**config.mk**
```make
export PLATFORM = sky130hd
export DESIGN_NAME = acc_writeback_engine
export DESIGN_NICKNAME = d
export VERILOG_FILES = /design/src/rtl/vpu_pkg.sv /design/src/rtl/acc_writeback_engine_quantizer.sv /design/src/rtl/acc_writeback_engine.sv
export SDC_FILE = /design/constraint.sdc
export NUM_CORES = 1
export LEC_CHECK = 0
export BUFFER_PORTS_ARGS = -buffer_cell sky130_fd_sc_hd__buf_2
export CAP_MARGIN = 20
export CORE_MARGIN = 8
export CORE_UTILIZATION = 38
export DETAILED_ROUTE_END_ITERATION = 12
export PLACE_DENSITY = 0.68
export SYNTH_ARGS = -nofsm -noshare
export SYNTH_HDL_FRONTEND = slang
export SYNTH_SLANG_ARGS = --single-unit
```
**constraint.sdc**
```tcl
create_clock -name clk -period 12.6 [get_ports clk]
set_clock_uncertainty 0.1 [all_clocks]
set_input_delay 0.63 -clock clk [delete_from_list [all_inputs] [get_ports clk]]
set_output_delay 0.63 -clock clk [all_outputs]
set_load 0.01 [all_outputs]
```
**src/rtl/vpu_pkg.sv**
```systemverilog
// Shared definitions for the vector/systolic processing unit: default widths,
// the writeback FSM state encoding and a reference requantization function.
package vpu_pkg;

   localparam int VPU_DATA_WIDTH     = 8;
   localparam int VPU_MATRIX_SIZE    = 8;
   localparam int VPU_ACC_WIDTH      = 32;
   localparam int VPU_DP_ADDR_WIDTH  = 10;
   localparam int VPU_SHIFT_WIDTH    = 5;
   localparam int VPU_ACC_ADDR_WIDTH = $clog2(VPU_MATRIX_SIZE * VPU_MATRIX_SIZE);

   // Clamp limits of the quantized result, held in the extended accumulator width.
   localparam logic signed [VPU_ACC_WIDTH:0] VPU_Q_MAX =
      (VPU_ACC_WIDTH + 1)'((2 ** (VPU_DATA_WIDTH - 1)) - 1);
   localparam logic signed [VPU_ACC_WIDTH:0] VPU_Q_MIN = ~VPU_Q_MAX;

   typedef enum logic [1:0] {
      IDLE  = 2'd0,
      RUN   = 2'd1,
      DRAIN = 2'd2,
      DONE  = 2'd3
   } wb_state_t;

   // Rounding arithmetic right shift followed by saturation or truncation,
   // evaluated one bit wider than the accumulator so the rounding add cannot overflow.
   function automatic logic [VPU_DATA_WIDTH-1:0] quantize_sat(
      input logic signed [VPU_ACC_WIDTH-1:0] x,
      input logic [VPU_SHIFT_WIDTH-1:0]      shift,
      input logic                            sat_en
   );
      logic signed [VPU_ACC_WIDTH:0] x_ext;
      logic signed [VPU_ACC_WIDTH:0] half;
      logic signed [VPU_ACC_WIDTH:0] y;
      logic [VPU_DATA_WIDTH-1:0]     q;
      x_ext = {x[VPU_ACC_WIDTH-1], x};
      y     = x_ext;
      if (shift != '0) begin
         half = (VPU_ACC_WIDTH + 1)'(1) << (shift - VPU_SHIFT_WIDTH'(1));
         y    = (x_ext + half) >>> shift;
      end
      q = y[VPU_DATA_WIDTH-1:0];
      if (sat_en) begin
         if (y > VPU_Q_MAX) begin
            q = VPU_Q_MAX[VPU_DATA_WIDTH-1:0];
         end else if (y < VPU_Q_MIN) begin
            q = VPU_Q_MIN[VPU_DATA_WIDTH-1:0];
         end
      end
      return q;
   endfunction

endpackage

```
**src/rtl/acc_writeback_engine_quantizer.sv**
```systemverilog
// Combinational requantizer: signed accumulator -> DATA_WIDTH result using a
// rounding arithmetic right shift and optional saturation.
module acc_quantizer
   import vpu_pkg::*;
#(
   parameter int DATA_WIDTH  = VPU_DATA_WIDTH,
   parameter int ACC_WIDTH   = VPU_ACC_WIDTH,
   parameter int SHIFT_WIDTH = VPU_SHIFT_WIDTH
) (
   input  logic [ACC_WIDTH-1:0]   acc_i,
   input  logic [SHIFT_WIDTH-1:0] shift_i,
   input  logic                   sat_en_i,
   output logic [DATA_WIDTH-1:0]  q_o
);

   // One extra bit keeps x + 2^(shift-1) exact for every accumulator value.
   localparam int EW = ACC_WIDTH + 1;
   localparam logic signed [EW-1:0]        Q_MAX  = EW'((2 ** (DATA_WIDTH - 1)) - 1);
   localparam logic signed [EW-1:0]        Q_MIN  = ~Q_MAX;
   localparam logic [SHIFT_WIDTH-1:0]      SH_ONE = SHIFT_WIDTH'(1);

   logic signed [EW-1:0] x_ext;
   logic signed [EW-1:0] half;
   logic signed [EW-1:0] y;

   // Round-half-up shift, then clamp or keep the low bits.
   always_comb begin
      x_ext = {acc_i[ACC_WIDTH-1], acc_i};
      half  = '0;
      y     = x_ext;
      if (shift_i != '0) begin
         half = EW'(1) << (shift_i - SH_ONE);
         y    = (x_ext + half) >>> shift_i;
      end
      q_o = y[DATA_WIDTH-1:0];
      if (sat_en_i) begin
         if (y > Q_MAX) begin
            q_o = Q_MAX[DATA_WIDTH-1:0];
         end else if (y < Q_MIN) begin
            q_o = Q_MIN[DATA_WIDTH-1:0];
         end
      end
   end

endmodule

```
**src/rtl/acc_writeback_engine.sv**
```systemverilog
// Drain stage for the systolic array: on start, reads every accumulator entry
// in index order, requantizes it and writes it to RAM at base_addr + index.
//
// Pipeline:
//   stage 1 (RUN)   : addr_acc presents index k; acc_out returns it next cycle.
//   stage 2 (rd_v)  : acc_out is quantized and captured into we/waddr/wdata.
// Start is a one-cycle pulse honoured only in IDLE; base_addr, shift and sat_en
// are captured at that moment and ignored for the rest of the run. There is no
// back-pressure: once started, one write is produced per cycle until the last.
module acc_writeback_engine
   import vpu_pkg::*;
#(
   parameter int DATA_WIDTH     = VPU_DATA_WIDTH,
   parameter int MATRIX_SIZE    = VPU_MATRIX_SIZE,
   parameter int ACC_WIDTH      = VPU_ACC_WIDTH,
   parameter int ACC_ADDR_WIDTH = $clog2(MATRIX_SIZE * MATRIX_SIZE),
   parameter int DP_ADDR_WIDTH  = VPU_DP_ADDR_WIDTH,
   parameter int SHIFT_WIDTH    = VPU_SHIFT_WIDTH
) (
   input  logic                      clk,
   input  logic                      rst,
   input  logic                      start,
   input  logic [DP_ADDR_WIDTH-1:0]  base_addr,
   input  logic [SHIFT_WIDTH-1:0]    shift,
   input  logic                      sat_en,
   output logic                      busy,
   output logic                      done,
   output logic [ACC_ADDR_WIDTH-1:0] addr_acc,
   input  logic [ACC_WIDTH-1:0]      acc_out,
   output logic                      we,
   output logic [DP_ADDR_WIDTH-1:0]  waddr,
   output logic [DATA_WIDTH-1:0]     wdata,
   output logic [1:0]                state_dbg
);

   localparam logic [ACC_ADDR_WIDTH-1:0] LAST_IDX =
      ACC_ADDR_WIDTH'(MATRIX_SIZE * MATRIX_SIZE - 1);

   wb_state_t                 state_q, state_d;
   logic [ACC_ADDR_WIDTH-1:0] addr_q, addr_d;
   logic                      rd_v_q, rd_v_d;
   logic [ACC_ADDR_WIDTH-1:0] rd_idx_q, rd_idx_d;
   logic [DP_ADDR_WIDTH-1:0]  base_q, base_d;
   logic [SHIFT_WIDTH-1:0]    shift_q, shift_d;
   logic                      sat_q, sat_d;
   logic                      we_q, we_d;
   logic [DP_ADDR_WIDTH-1:0]  waddr_q, waddr_d;
   logic [DATA_WIDTH-1:0]     wdata_q, wdata_d;
   logic                      busy_q, busy_d;
   logic                      done_q, done_d;
   logic [DATA_WIDTH-1:0]     q_data;

   acc_quantizer #(
      .DATA_WIDTH  (DATA_WIDTH),
      .ACC_WIDTH   (ACC_WIDTH),
      .SHIFT_WIDTH (SHIFT_WIDTH)
   ) u_quant (
      .acc_i    (acc_out),
      .shift_i  (shift_q),
      .sat_en_i (sat_q),
      .q_o      (q_data)
   );

   // Next-state, index walk, parameter capture and write-stage next values.
   always_comb begin
      state_d  = state_q;
      addr_d   = addr_q;
      base_d   = base_q;
      shift_d  = shift_q;
      sat_d    = sat_q;
      case (state_q)
         IDLE: begin
            if (start) begin
               state_d = RUN;
               addr_d  = '0;
               base_d  = base_addr;
               shift_d = shift;
               sat_d   = sat_en;
            end
         end
         RUN: begin
            if (addr_q == LAST_IDX) begin
               state_d = DRAIN;
               addr_d  = '0;
            end else begin
               addr_d = addr_q + 1'b1;
            end
         end
         DRAIN: begin
            // The last read is in flight while rd_v_q is high; once it has
            // moved into the write register the run can finish.
            if (!rd_v_q) begin
               state_d = DONE;
            end
         end
         DONE: begin
            state_d = IDLE;
         end
         default: begin
            state_d = IDLE;
         end
      endcase

      rd_v_d   = (state_q == RUN);
      rd_idx_d = addr_q;
      we_d     = rd_v_q;
      waddr_d  = waddr_q;
      wdata_d  = wdata_q;
      if (rd_v_q) begin
         waddr_d = base_q + DP_ADDR_WIDTH'(rd_idx_q);
         wdata_d = q_data;
      end
      busy_d = (state_d == RUN) || (state_d == DRAIN);
      done_d = (state_q == DRAIN) && (state_d == DONE);
   end

   // State, pipeline and output registers with synchronous reset.
   always_ff @(posedge clk) begin
      if (rst) begin
         state_q  <= IDLE;
         addr_q   <= '0;
         rd_v_q   <= 1'b0;
         rd_idx_q <= '0;
         base_q   <= '0;
         shift_q  <= '0;
         sat_q    <= 1'b0;
         we_q     <= 1'b0;
         waddr_q  <= '0;
         wdata_q  <= '0;
         busy_q   <= 1'b0;
         done_q   <= 1'b0;
      end else begin
         state_q  <= state_d;
         addr_q   <= addr_d;
         rd_v_q   <= rd_v_d;
         rd_idx_q <= rd_idx_d;
         base_q   <= base_d;
         shift_q  <= shift_d;
         sat_q    <= sat_d;
         we_q     <= we_d;
         waddr_q  <= waddr_d;
         wdata_q  <= wdata_d;
         busy_q   <= busy_d;
         done_q   <= done_d;
      end
   end

   assign addr_acc  = addr_q;
   assign we        = we_q;
   assign waddr     = waddr_q;
   assign wdata     = wdata_q;
   assign busy      = busy_q;
   assign done      = done_q;
   assign state_dbg = state_q;

endmodule

```
==> results.md, run 1 <==
* Cells after Synth at 1093
* Drt wl/cell at 22.2 um
* Rel. slew slack at 32.5%
* Clk sink count at 52
* Crit path from: shift_q[1]
* Commonest non-fill, non-tap cells in the layout: 163 x nand2_1, 143 x nor2_1, 81 x a21oi_1, 80 x buf_2, 52 x dfxtp_1
* Max-cap violation count at 0
* Syn Area/Cell at roughly 7.0 um2
* Row count at 51
* Crit Path Class: reg2reg
* Final #Nets at 1215
* Place WS at 5.62 ns
* Synth Cell Area at around 7600 um2
* Synth warn at 0
* Worst Tran Pin Value at roughly 1.0 ns
* Clk_lat worst skew at 0.29 ns
* # IOs at 80
* Top FF cell, synth: dfxtp_1
* Drc violations at 0
* RSZ-0062 raised after global routing: false
* # diodes at 0
* Layout cell share with drive strength beyond 1 at 14.7%
* Final Instance Area at 8300 um2
* Router iterations before antenna repair at 7
* Post-cts sizing count at 0
* CTS Hold Buffers Added at 0
* CP Launch Type: register
* Switch Pwr at between 0.0002 and 0.0003 W
* Initial Util at 38.9%
* CP arrival at 7.34 ns
* Crit-path max FO at 48
* Initial drt markers at 1221
* Routed WL at 30800 um
* Placed instance area at 8150 um2
* Full die area at 24800 um2
* Sequential share of power at 28.5%
* Gr usage total at 24.1%
* CTS tree: yes
* First-pass GRT wire length at 47700 um
* Placed insts at 1380
* Fraction of power consumed by combinational cells at 48.2%
* Post-CTS Setup Inserts at 0
* Post-synthesis sequential area ratio at 13.7%
* Number of flops mapped to enable cells by yosys at 0
* Critical Path RT at 12.63 ns
* Crit. End Element: register
* Pin count of the biggest net entering global routing at a little under 60
* Most common library cell in the layout ignoring fill and taps: nand2_1
* Die Height at 157 um
* Seq cells post-synth at 52
* I/O Buffers at 79
* Initial antenna violation count at 0
* Layout overhead on the synthesized area at 9.27%
* HPWL Detailed at 23900 um
* Hold Path Stages at 2
* Htree depth at 2
* Worst R2R Path Depth at 20
* Final Max Tran Viols at 0
* PwrDens at a little under 80 nW/um2
* Clock power share at 23.3%
* Routability cong. at 1.06
* Syn_nets at 1186
* Final setup viols at 0
* Final min period at 7.31 ns
* Root buffer selected by CTS: clkbuf_16
* Non-Filler Instances at 1386
* Die X at 157 um
* Final ANT Viol Nets at 0
* Via/cell ratio at between 6 and 7
* Overflow left after global routing at 0
* Core ar. at between 15000 and 20000 um2
* Switching portion of total power at 42.2%
* Via count at 9106
* Leak at 3.42 nW
* Clock transition at the registers of the reported paths at 0.07 ns
* Reg-to-reg startpoint: shift_q[1]
* Final count of hold timing violations at 0
* Fraction of the cycle the final worst path needs at 58.0%
* HP Class: reg2reg
* Post-synth cell types at 99
* Longest Clk Path Bufs at 2
* Vias in the first global route at 8517
* CTS Buf Count at 5
* Setup TNS at 0 ns
* Worst hold start: base_q[2]
* Internal power at 0.000369 W
* Synth async-reset ratio at 0%
* VDD IR-drop max at slightly above 70 uV
* Status: complete, no violations
* Fmax achieved at ~140 MHz
* PnR worst setup slack at 5.29 ns
-- state kept, by name, indices dropped and copies added (netlist names) --
register,count
sat_q,1
busy,1
rd_idx_q,6
done,1
wdata,8
rd_v_q,1
addr_acc,6
waddr,10
state_dbg,2
shift_q,5
base_q,10
we,1
-- layer usage --
layer	share of wire, %	routed length, um	vias to the layer above	global-route usage, %
li1	-	-	4192	-
met3	10	3080	121	3.95
met1	42	12800	4238	32.0
met4	5.3	1620	0	11.8
met5	0	0	-	0
met2	43	13300	555	36.9
-- metrics by stage --
step | utilization (%) | hold WS, ns | total power (W)
after global routing | 42.5 | 0.399 | 0.000669
after detailed placement | 41.7 | 0.353 | 0.000481
after floorplan | - | 0.340 | 0.000387
final | 42.5 | 0.363 | 0.000638
after global placement | 41.7 | 0.348 | 0.000481
after CTS | 42.5 | 0.362 | 0.000628
-- cell families after synthesis --
logic type / after synthesis / synth area share (%)
simple gates: 475 / 29.6
compound gates: 374 / 36.4
buf+inv: 86 / 4.58
flops: 52 / 13.7
fa+ha+maj: 42 / 7.11
mux: 36 / 5.35
xor+xnor: 28 / 3.33
-- cell usage after synthesis, types with 6 or more instances --
library cell  number  area share [%]
nand3_1           30             2.0
a22o_1             7            0.81
or3_1             12            0.99
a311oi_1           6            0.69
and3_1            11            0.91
mux2_2             6            0.89
nor2b_1           15             1.2
and4_1             6            0.69
xnor2_1            9             1.0
dfxtp_1           52              14
buf_1             14            0.69
o31ai_1           14             1.4
xor2_1            18             2.1
a21oi_1           81             5.3
inv_1              9            0.44
ha_1              40             6.6
nand2_1          163             8.1
nor3_1            31             2.0
and2_1            11            0.91
buf_2             11            0.72
a32oi_1            9             1.0
a22oi_1           11             1.1
or4_1              8            0.79
o21a_1            10            0.99
o21ai_0           42             2.8
a21o_1            14             1.4
clkbuf_1          47             2.3
a21oi_2            7            0.81
nor2_1           143             7.1
mux2i_1           26             3.4
o21ai_1           15            0.99
nand4_1           12            0.99
o22ai_1            7            0.58
o211ai_1          30             3.0
o32ai_1            8            0.92
a31oi_1            7            0.58
a211oi_1          26             2.6
-- final timing paths --
path                                  end  slack, ns
worst min register to register  base_q[2]       0.36
worst max-delay path             wdata[2]       5.29
worst max register to register   wdata[2]       5.29
worst min-delay path            base_q[2]       0.36
-- worst max-delay path, cell delays in order, from the launching register on --
cell,delay [ns]
dfxtp_1,0.32
buf_4,0.47
inv_1,0.48
buf_4,0.36
nand2_1,0.23
nand2_1,0.17
nor2_1,0.29
ha_1,0.32
a211oi_2,0.31
o21ai_1,0.27
a22oi_1,0.43
a21oi_1,0.19
xnor2_1,0.39
nor2_1,0.12
a21o_1,0.18
a222oi_1,0.70
mux4_2,0.42
or4b_1,0.43
nand4b_1,0.23
o41ai_4,0.53
o32ai_1,0.17
-- area by class of cell --
| class | instances | area, um2 |
|---|---|---|
| Clock buffer | 5 | 125 |
| Clock inverter | 1 | 30.0 |
| Fill cell | 2097 | 11200 |
| Inverter | 12 | 45.0 |
| Multi-Input combinational cell | 955 | 6210 |
| Sequential cell | 52 | 1040 |
| Tap cell | 265 | 332 |
| Timing Repair Buffer | 96 | 520 |
-- power by group through the flow --
stage / Sequential [W] / Clock [W] / Combinational (W)
floorplan: 0.000186 / 0 / 0.000201
global placement: 0.000185 / 0 / 0.000296
detailed placement: 0.000186 / 0 / 0.000295
CTS: 0.000182 / 0.000150 / 0.000296
global route: 0.000183 / 0.000157 / 0.000328
finish: 0.000182 / 0.000148 / 0.000308
(Power assumes the default switching activity.)
==> inputs of run 2 (changes only) <==
- PLACE_DENSITY: 0.68 -> 0.7
- clock period: 12.6 -> 6.3 ns (I/O delays scaled with it)
==> results.md, run 2 (same netlist as run 1, synthesis figures left out) <==
* Status: complete, no violations
* Non-Filler Instances at 1423
* Htree depth at 2
* Initial Util at 38.9%
* Max-cap violation count at 0
* Routed WL at 31900 um
* # IOs at 80
* Overflow left after global routing at 0
* CTS tree: yes
* Drc violations at 0
* Most common library cell in the layout ignoring fill and taps: nand2_1
* Initial drt markers at 1106
* Clk_lat worst skew at 0.29 ns
* Root buffer selected by CTS: clkbuf_16
* Placed instance area at ~8400 um2
* Pin count of the biggest net entering global routing at 58
* First-pass GRT wire length at approximately 50000 um
* PwrDens at approximately 150 nW/um2
* Final #Nets at 1250
* Fill cells at around 2100
* Routability cong. at between 1 and 1.5
* CTS Hold Buffers Added at 0
* I/O Buffers at 79
* Die Height at 157 um
* Crit-path max FO at 12
* CP Launch Type: register
* Vias in the first global route at 8448
* Die X at approximately 160 um
* Commonest non-fill, non-tap cells in the layout: 162 x nand2_1, 143 x nor2_1, 81 x a21oi_1, 79 x buf_2, 51 x dfxtp_1
* CP arrival at 6.15 ns
* VDD IR-drop max at around 110 uV
* Router iterations before antenna repair at 5
* Drt wl/cell at 22.4 um
* Place WS at 0.0453 ns
* Register area at 1040 um2
* Layout overhead on the synthesized area at 13.5%
* HP Class: in2reg
* Placed insts at 1411
* Rel. slew slack at 33.3%
* Setup TNS at 0 ns
* Final Max Tran Viols at 0
* Fraction of the cycle the final worst path needs at 97.0%
* HPWL Detailed at 25300 um
* CTS Buf Count at 5
* Longest Clk Path Bufs at 2
* RSZ-0062 raised after global routing: false
* Final ANT Viol Nets at 0
* # diodes at 0
* Reg-to-reg startpoint: shift_q[2]
* Clock transition at the registers of the reported paths at 0.07 ns
* Worst hold start: base_addr[9]
* Final setup viols at 0
* Crit. End Element: register
* Row count at 51
* Critical Path RT at about 6.3 ns
* PnR worst setup slack at about 0.19 ns
* Gr usage total at around 25%
* Final count of hold timing violations at 0
* Full die area at around 25000 um2
* Footprint of the multi-input gates at 6240 um2
* Worst Tran Pin Value at 1.00 ns
* Via/cell ratio at 6.44
* Crit path from: shift_q[2]
* Initial antenna violation count at 0
* Core ar. at slightly below 20000 um2
* Final Instance Area at around 8600 um2
* Clk sink count at 52
* Fmax achieved at 164 MHz
* Final min period at 6.11 ns
* Leak at between 3 and 4 nW
* Layout cell share with drive strength beyond 1 at 17.9%
* Crit Path Class: reg2reg
* Via count at 9163
-- run 2: changes by cell type in the layout (fill, tap and decap cells not counted), moves of 2 or more --
| cell | delta |
|---|---|
| buf_4 | +33 |
| nor3_2 | +2 |
| nor3_1 | -2 |
| buf_12 | +2 |
-- run 2: cell type report --
class                      count  share of cell area [%]
timing repair buffer         131                    9.44
inverter                      12                   0.522
multi-input combinational    955                    72.3
clock buffer                   5                    1.45
tap                          265                    3.84
sequential                    52                    12.1
clock inverter                 3                   0.319
-- run 2: critical path, cell delays in order (launching register included) --
cell and delay, ns:
dfxtp_1 0.34, clkinv_1 0.14, buf_4 0.21, nor2_1 0.24
nand2_1 0.16, nor2_1 0.28, ha_1 0.20, buf_4 0.17
nand4_1 0.20, nor4_1 0.47, and3_1 0.34, or4_4 0.19
a221oi_2 0.08, a311oi_4 0.50, a21oi_1 0.12, and3_1 0.25
or4_1 0.65, nor4b_2 0.44, nand4b_1 0.21, o41ai_4 0.35
buf_4 0.21, o32ai_1 0.10
-- run 2: what timing repair did --
| item | in CTS | in global routing |
|---|---|---|
| setup endpoints to repair | 0 | 7 |
| buffers inserted | 0 | 4 |
| resized for setup | 0 | 6 |
-- run 2: power by group --
| group | total [W] | internal [W] | switching, W |
|---|---|---|---|
| combinational | 0.000646 | 0.000227 | 0.000419 |
| clock | 0.000279 | 0.000151 | 0.000128 |
| sequential | 0.000364 | 0.000349 | 0.0000158 |
| total | 0.00129 | 0.000726 | 0.000563 |
-- run 2: through the flow --
step | total power, W | hold WS (ns) | utilization [%]
2_1_floorplan | 0.000775 | 0.318 | -
3_3_place_gp | 0.000990 | 0.348 | 43.1
5_1_grt | 0.00136 | 0.169 | 44.2
3_5_place_dp | 0.000988 | 0.356 | 43.1
4_1_cts | 0.00127 | 0.154 | 43.8
6_report | 0.00129 | 0.158 | 44.2
-- run 2: final timing paths --
path | endpoint | slack [ns] | cells after the start
worst max register to register | wdata[3] | 0.19 | 21
worst max-delay path | wdata[3] | 0.19 | 21
worst min register to register | base_q[4] | 0.37 | 2
worst min-delay path | base_q[9] | 0.16 | 3
-- run 2: layer usage --
| layer | up-vias | global-route usage (%) | wire length (um) |
|---|---|---|---|
| li1 | 4277 | - | - |
| met1 | 4343 | 34.5 | 14000 |
| met5 | - | 0 | 0 |
| met3 | 66 | 4.30 | 2980 |
| met2 | 477 | 38.9 | 14000 |
| met4 | 0 | 7.80 | 858 |
